**src/rtl/plic_lite.sv**
```systemverilog
// Minimal PLIC: level gateways, priority/threshold arbitration,
// claim/complete handshake and a registered MEIP output.
module plic_lite #(
    parameter int NSRC   = 8,
    parameter int PRIO_W = 3
) (
    input  logic              clk,
    input  logic              resetn,
    input  logic [NSRC-1:0]   irq_src,
    input  logic              cfg_we,
    input  logic              cfg_re,
    input  logic [5:0]        cfg_addr,
    input  logic [31:0]       cfg_wdata,
    output logic [31:0]       cfg_rdata,
    input  logic              claim_req,
    output logic [4:0]        claim_id,
    input  logic              complete_req,
    input  logic [4:0]        complete_id,
    output logic              meip
);

    logic [PRIO_W-1:0] r_prio [NSRC];
    logic [NSRC-1:0]   r_en;
    logic [PRIO_W-1:0] r_thr;
    logic [NSRC-1:0]   r_pend;
    logic [NSRC-1:0]   r_infl;

    logic [NSRC-1:0]   w_elig;
    logic [PRIO_W-1:0] w_best_prio;
    logic [4:0]        w_best_id;
    logic [NSRC-1:0]   w_clm_mask;
    logic [NSRC-1:0]   w_cmp_mask;
    logic [NSRC-1:0]   w_pend_nxt;
    logic [NSRC-1:0]   w_infl_nxt;
    logic [31:0]       w_rdata;

    // Strict '>' keeps the lowest ID on priority ties.
    always_comb begin
        w_best_prio = '0;
        w_best_id   = '0;
        for (int i = 0; i < NSRC; i++) begin
            w_elig[i] = r_pend[i] & r_en[i] & (r_prio[i] > r_thr);
            if (w_elig[i] && (r_prio[i] > w_best_prio)) begin
                w_best_prio = r_prio[i];
                w_best_id   = 5'(i + 1);
            end
        end
    end

    always_comb begin
        for (int i = 0; i < NSRC; i++) begin
            w_clm_mask[i] = claim_req && (w_best_id == 5'(i + 1));
            w_cmp_mask[i] = complete_req && (complete_id == 5'(i + 1));
        end
    end

    // Claim is applied last so it wins over a same-cycle set or complete.
    assign w_infl_nxt = (r_infl & ~w_cmp_mask) | w_clm_mask;
    assign w_pend_nxt = (r_pend | (irq_src & ~r_infl)) & ~w_clm_mask;

    always_comb begin
        w_rdata = '0;
        if (cfg_addr == 6'h20) w_rdata = 32'({r_en, 1'b0});
        if (cfg_addr == 6'h21) w_rdata = 32'(r_thr);
        if (cfg_addr == 6'h22) w_rdata = 32'({r_pend, 1'b0});
        for (int i = 0; i < NSRC; i++) begin
            if (cfg_addr == 6'(i + 1)) w_rdata = 32'(r_prio[i]);
        end
    end

    always_ff @(posedge clk) begin
        if (!resetn) begin
            for (int i = 0; i < NSRC; i++) r_prio[i] <= '0;
            r_en      <= '0;
            r_thr     <= '0;
            r_pend    <= '0;
            r_infl    <= '0;
            meip      <= 1'b0;
            claim_id  <= '0;
            cfg_rdata <= '0;
        end else begin
            r_pend <= w_pend_nxt;
            r_infl <= w_infl_nxt;
            meip   <= (w_best_id != 5'd0);
            if (claim_req) claim_id <= w_best_id;
            if (cfg_re) cfg_rdata <= w_rdata;
            if (cfg_we) begin
                if (cfg_addr == 6'h20) r_en  <= cfg_wdata[NSRC:1];
                if (cfg_addr == 6'h21) r_thr <= cfg_wdata[PRIO_W-1:0];
                for (int i = 0; i < NSRC; i++) begin
                    if (cfg_addr == 6'(i + 1)) r_prio[i] <= cfg_wdata[PRIO_W-1:0];
                end
            end
        end
    end

endmodule

```
**config.mk**
```make
export PLATFORM = sky130hd
export DESIGN_NAME = plic_lite
export DESIGN_NICKNAME = d
export VERILOG_FILES = /design/src/rtl/plic_lite.sv
export SDC_FILE = /design/constraint.sdc
export NUM_CORES = 1
export LEC_CHECK = 0
export CAP_MARGIN = 20
export CORE_AREA = 2 2 111 113
export CTS_CLUSTER_SIZE = 28
export DETAILED_ROUTE_END_ITERATION = 10
export DIE_AREA = 0 0 113 115
export MAX_ROUTING_LAYER = met4
export PLACE_DENSITY_LB_ADDON = 0.15
export SLEW_MARGIN = 30
export SYNTH_ARGS = -nofsm -noshare
export SYNTH_HDL_FRONTEND = slang
export SYNTH_SLANG_ARGS = --single-unit
```
**constraint.sdc**
```tcl
create_clock -name clk -period 26.7 [get_ports clk]
set_clock_uncertainty 0.1 [all_clocks]
set_input_delay 8.01 -clock clk [delete_from_list [all_inputs] [get_ports clk]]
set_output_delay 8.01 -clock clk [all_outputs]
set_load 0.005 [all_outputs]
```
==> results by group <==
Synthesis
  • Simple-Gate Fraction of Synth Area: 0.2169
  • Distinct cells, synth: 71
  • Post-synth ARST share: 0
  • Synth Area in Adders: 0.1116
  • Yosys top cell area share: 0.1786
  • Synth Instances: 533
  • Syn_area_per_cell: 8.625 µm²
  • Compound-Gate Fraction of Synth Area: 0.1837
  • Yosys top cell by area: dfxtp_1
  • Largest family of logic cells by synthesized area: simple AND/OR/NAND/NOR gates
  • EDFF count, synth: 24
  • Top-count cell post-synth: nor2_1
  • FF+latch count, synth: 65
  • Seq/Total Area, Yosys: 0.3353
  • Post-synthesis xor/xnor area fraction: 0
  • Primary FF master, synth: dfxtp_1
  • Synth area leaders: dfxtp_1 18%, edfxtp_1 16%, ha_1 11%
  • YS warnings: 0
  • Mux cell area share after synthesis: 0.07158
  • Synthesized area: 4597 µm²
  • Top post-synthesis cells by count: 63 x nor2_1, 49 x nand2_1, 41 x dfxtp_1, 41 x ha_1, 38 x a21oi_1

Route
  • DRC violation count after routing: 7
  • Vias after detailed routing: 4061
  • Antenna Nets Post-Route: 0
  • Vias per cell: 5.540
  • Routed WL: 12.65 mm
  • Avg WL per Cell: 17.26 µm
  • TritonRoute pass-1 iters: 10
  • Drt initial violations: 258

Global routing
  • GRT Util Overall: 0.2053
  • Pin count of the biggest net entering global routing: 30
  • GRT overflow: 0
  • Vias in the first global route: 3819
  • First-pass GRT wire length: 19.91 mm
  • Initial antenna violation count: 0

Worst setup path
  • Worst stage delay on the critical path: 0.81 ns
  • Worst EP arrival: 12.96 ns
  • Slowest-stage cell, CP: a2111oi_1
  • Required time at the worst-slack endpoint: 26.85 ns
  • Crit. End Element: register
  • Crit Path Max Fanout: 10
  • CP Launch Point: r_thr[0]
  • Worst r2r src: r_thr[0]
  • Startpoint class of the critical path: register
  • Critical path class: reg -> reg
  • Top cell by count, worst path: ha_1

Timing
  • # setup viols final: 0
  • Final worst path period need: 12.81 ns
  • Fmax: 78.09 MHz
  • Unrepaired setup endpoints after global routing: no
  • Slew HR: 0.3875
  • Fin. max-slew vios: 0
  • Worst Max-Slew Pin Slew: 0.9165 ns
  • Final hold violations: 0
  • Setup TNS: 0 ns
  • Fin worst setup slack: 13.89 ns
  • Part of the cycle the worst path needs: 0.4796
  • Min Hold Slack: 0.3655 ns

Clocking
  • Setup Buffers After CTS: 0
  • Clock Latency Late Sink: 0.33 ns
  • Clock sinks: 65
  • CTS resizes: 0
  • Clock Tree Buf Depth: 2
  • CTS H-tree lvls: 3
  • Hold_buf cts: 0
  • Inserted Clock Buffers: 9
  • CTS tree: done
  • CTS root buf: clkbuf_16
  • Clk slew on worst S/H paths: 0.05 ns

Floorplan
  • Core area: 11810 µm²
  • Ports: 95
  • Chip height: 115 µm
  • Num rows: 40
  • DIE AREA: 13000 µm²
  • DIE WIDTH: 113 µm
  • Starting density of the core: 0.3892

Placement
  • Port bufs: 47
  • DP Cell Count: 717
  • Hpwl dp: 9.504 mm
  • Worst slack, placed: 13.97 ns
  • Final GP Congestion: 0.8573

Cells and area
  • Area added between synthesis and finish: 18.37%
  • Final nets: 679
  • Core Util, Final: 0.4607
  • Ant diodes: 0
  • Share of cells above drive strength 1: 0.08191
  • Fill cell count: 1153
  • Post-route insts no fill: 733

Power
  • Max rail drop VDD: 35.04 µV
  • Static Leak: 2.218 nW
  • PwrDens: 46.73 nW/µm²

Outcome
  • Failing checks: design-rule violations
  • Outcome: complete, but fails checks

Hold path
  • Min-delay src: r_infl[0]
  • Worst min-delay path class: reg -> reg

Job
  • Maxcap violations: 0
[cell families (layout without fill, tap and decap cells)]
| kind of cell | Yosys count | count (layout) |
|---|---|---|
| flip-flops | 65 | 65 |
| buffers and inverters | 74 | 104 |
| AO/OA/AOI/OAI | 121 | 121 |
| other | 1 | 24 |
| AND/OR/NAND/NOR | 200 | 200 |
| multiplexers | 31 | 31 |
| adder cells (fa/ha/maj) | 41 | 41 |
[critical path: cells and delay by family, from the launching register on]
kind | cells | cell delay (ns)
buffers and inverters | 1 | 0.23
AO/OA/AOI/OAI | 12 | 3.49
AND/OR/NAND/NOR | 22 | 3.98
adder cells (fa/ha/maj) | 8 | 2.37
flip-flops | 1 | 0.73
multiplexers | 5 | 1.80
[per-stage QoR]
step	area [µm²]	power [mW]
6_report	5441	0.2543
5_1_grt	5441	0.2632
4_1_cts	5441	0.2558
3_5_place_dp	5156	0.1421
3_3_place_gp	5156	0.1412
2_1_floorplan	4683	0.1311
[cells in the final DEF, fill, tap and decap left out, types with 3 or more instances in the layout]
cell             Yosys  routed
clkbuf_16            0       9
inv_1               33      33
a21oi_1             38      38
clkdlybuf4s50_1      0      47
a221oi_1             3       3
o211ai_1             3       3
nand2_1             49      49
or2_2                3       3
nor3_1               6       6
and2_1               4       4
nor2b_1             13      13
nor2_1              63      63
ha_1                41      41
mux2i_1             21      21
a22oi_1              5       5
o31ai_1              6       6
buf_4               24       7
nand4_1              5       5
a32o_1               3       3
a21o_1               3       3
and3_1               3       3
edfxtp_1            24      24
nand3b_1             9       9
conb_1               1      24
o21ai_0             19      19
nand3_1             24      24
clkbuf_8             0       3
dfxtp_1             41      41
a31oi_1              6       6
mux2_2               8       8
[power by group]
part	switching (mW)	total [mW]	leakage, nW	internal (mW)
logic	0.0169	0.0300	1.51	0.0131
registers	0.00413	0.111	0.562	0.106
clock network	0.0433	0.114	0.143	0.0704
[final timing paths]
kind                                   to  slack, ns  depth (start not counted)
worst max-delay path            r_infl[0]      13.89                         48
worst min-delay path            r_infl[0]       0.37                          2
worst max register to register  r_infl[0]      13.89                         48
worst min register to register  r_infl[0]       0.37                          2
[state kept, by name (all words and copies together) (netlist names)]
| register | count |
|---|---|
| r_thr | 3 |
| r_prio | 24 |
| meip | 1 |
| r_pend | 8 |
| cfg_rdata | 9 |
| r_en | 8 |
| claim_id | 4 |
| r_infl | 8 |
[cell type report]
type / count / area (µm²) / share of cell area
clock buffers: 14 / 274.0 / 0.05036
repair buffers: 54 / 523.0 / 0.09611
inverters: 34 / 127.6 / 0.02345
clock inverters: 2 / 11.26 / 0.002069
flip-flops and latches: 65 / 1541 / 0.2833
well taps: 147 / 183.9 / 0.03380
multi-input cells: 417 / 2780 / 0.5109
[per-layer routing]
layer / share of wire / global-route usage / wire, µm
met1: 0.47 / 0.2681 / 5962
met2: 0.46 / 0.3158 / 5773
met3: 0.044 / 0.03163 / 551
met4: 0.029 / 0.09187 / 363
met5: 0 / - / 0
Power figures use the tool's default switching activity.
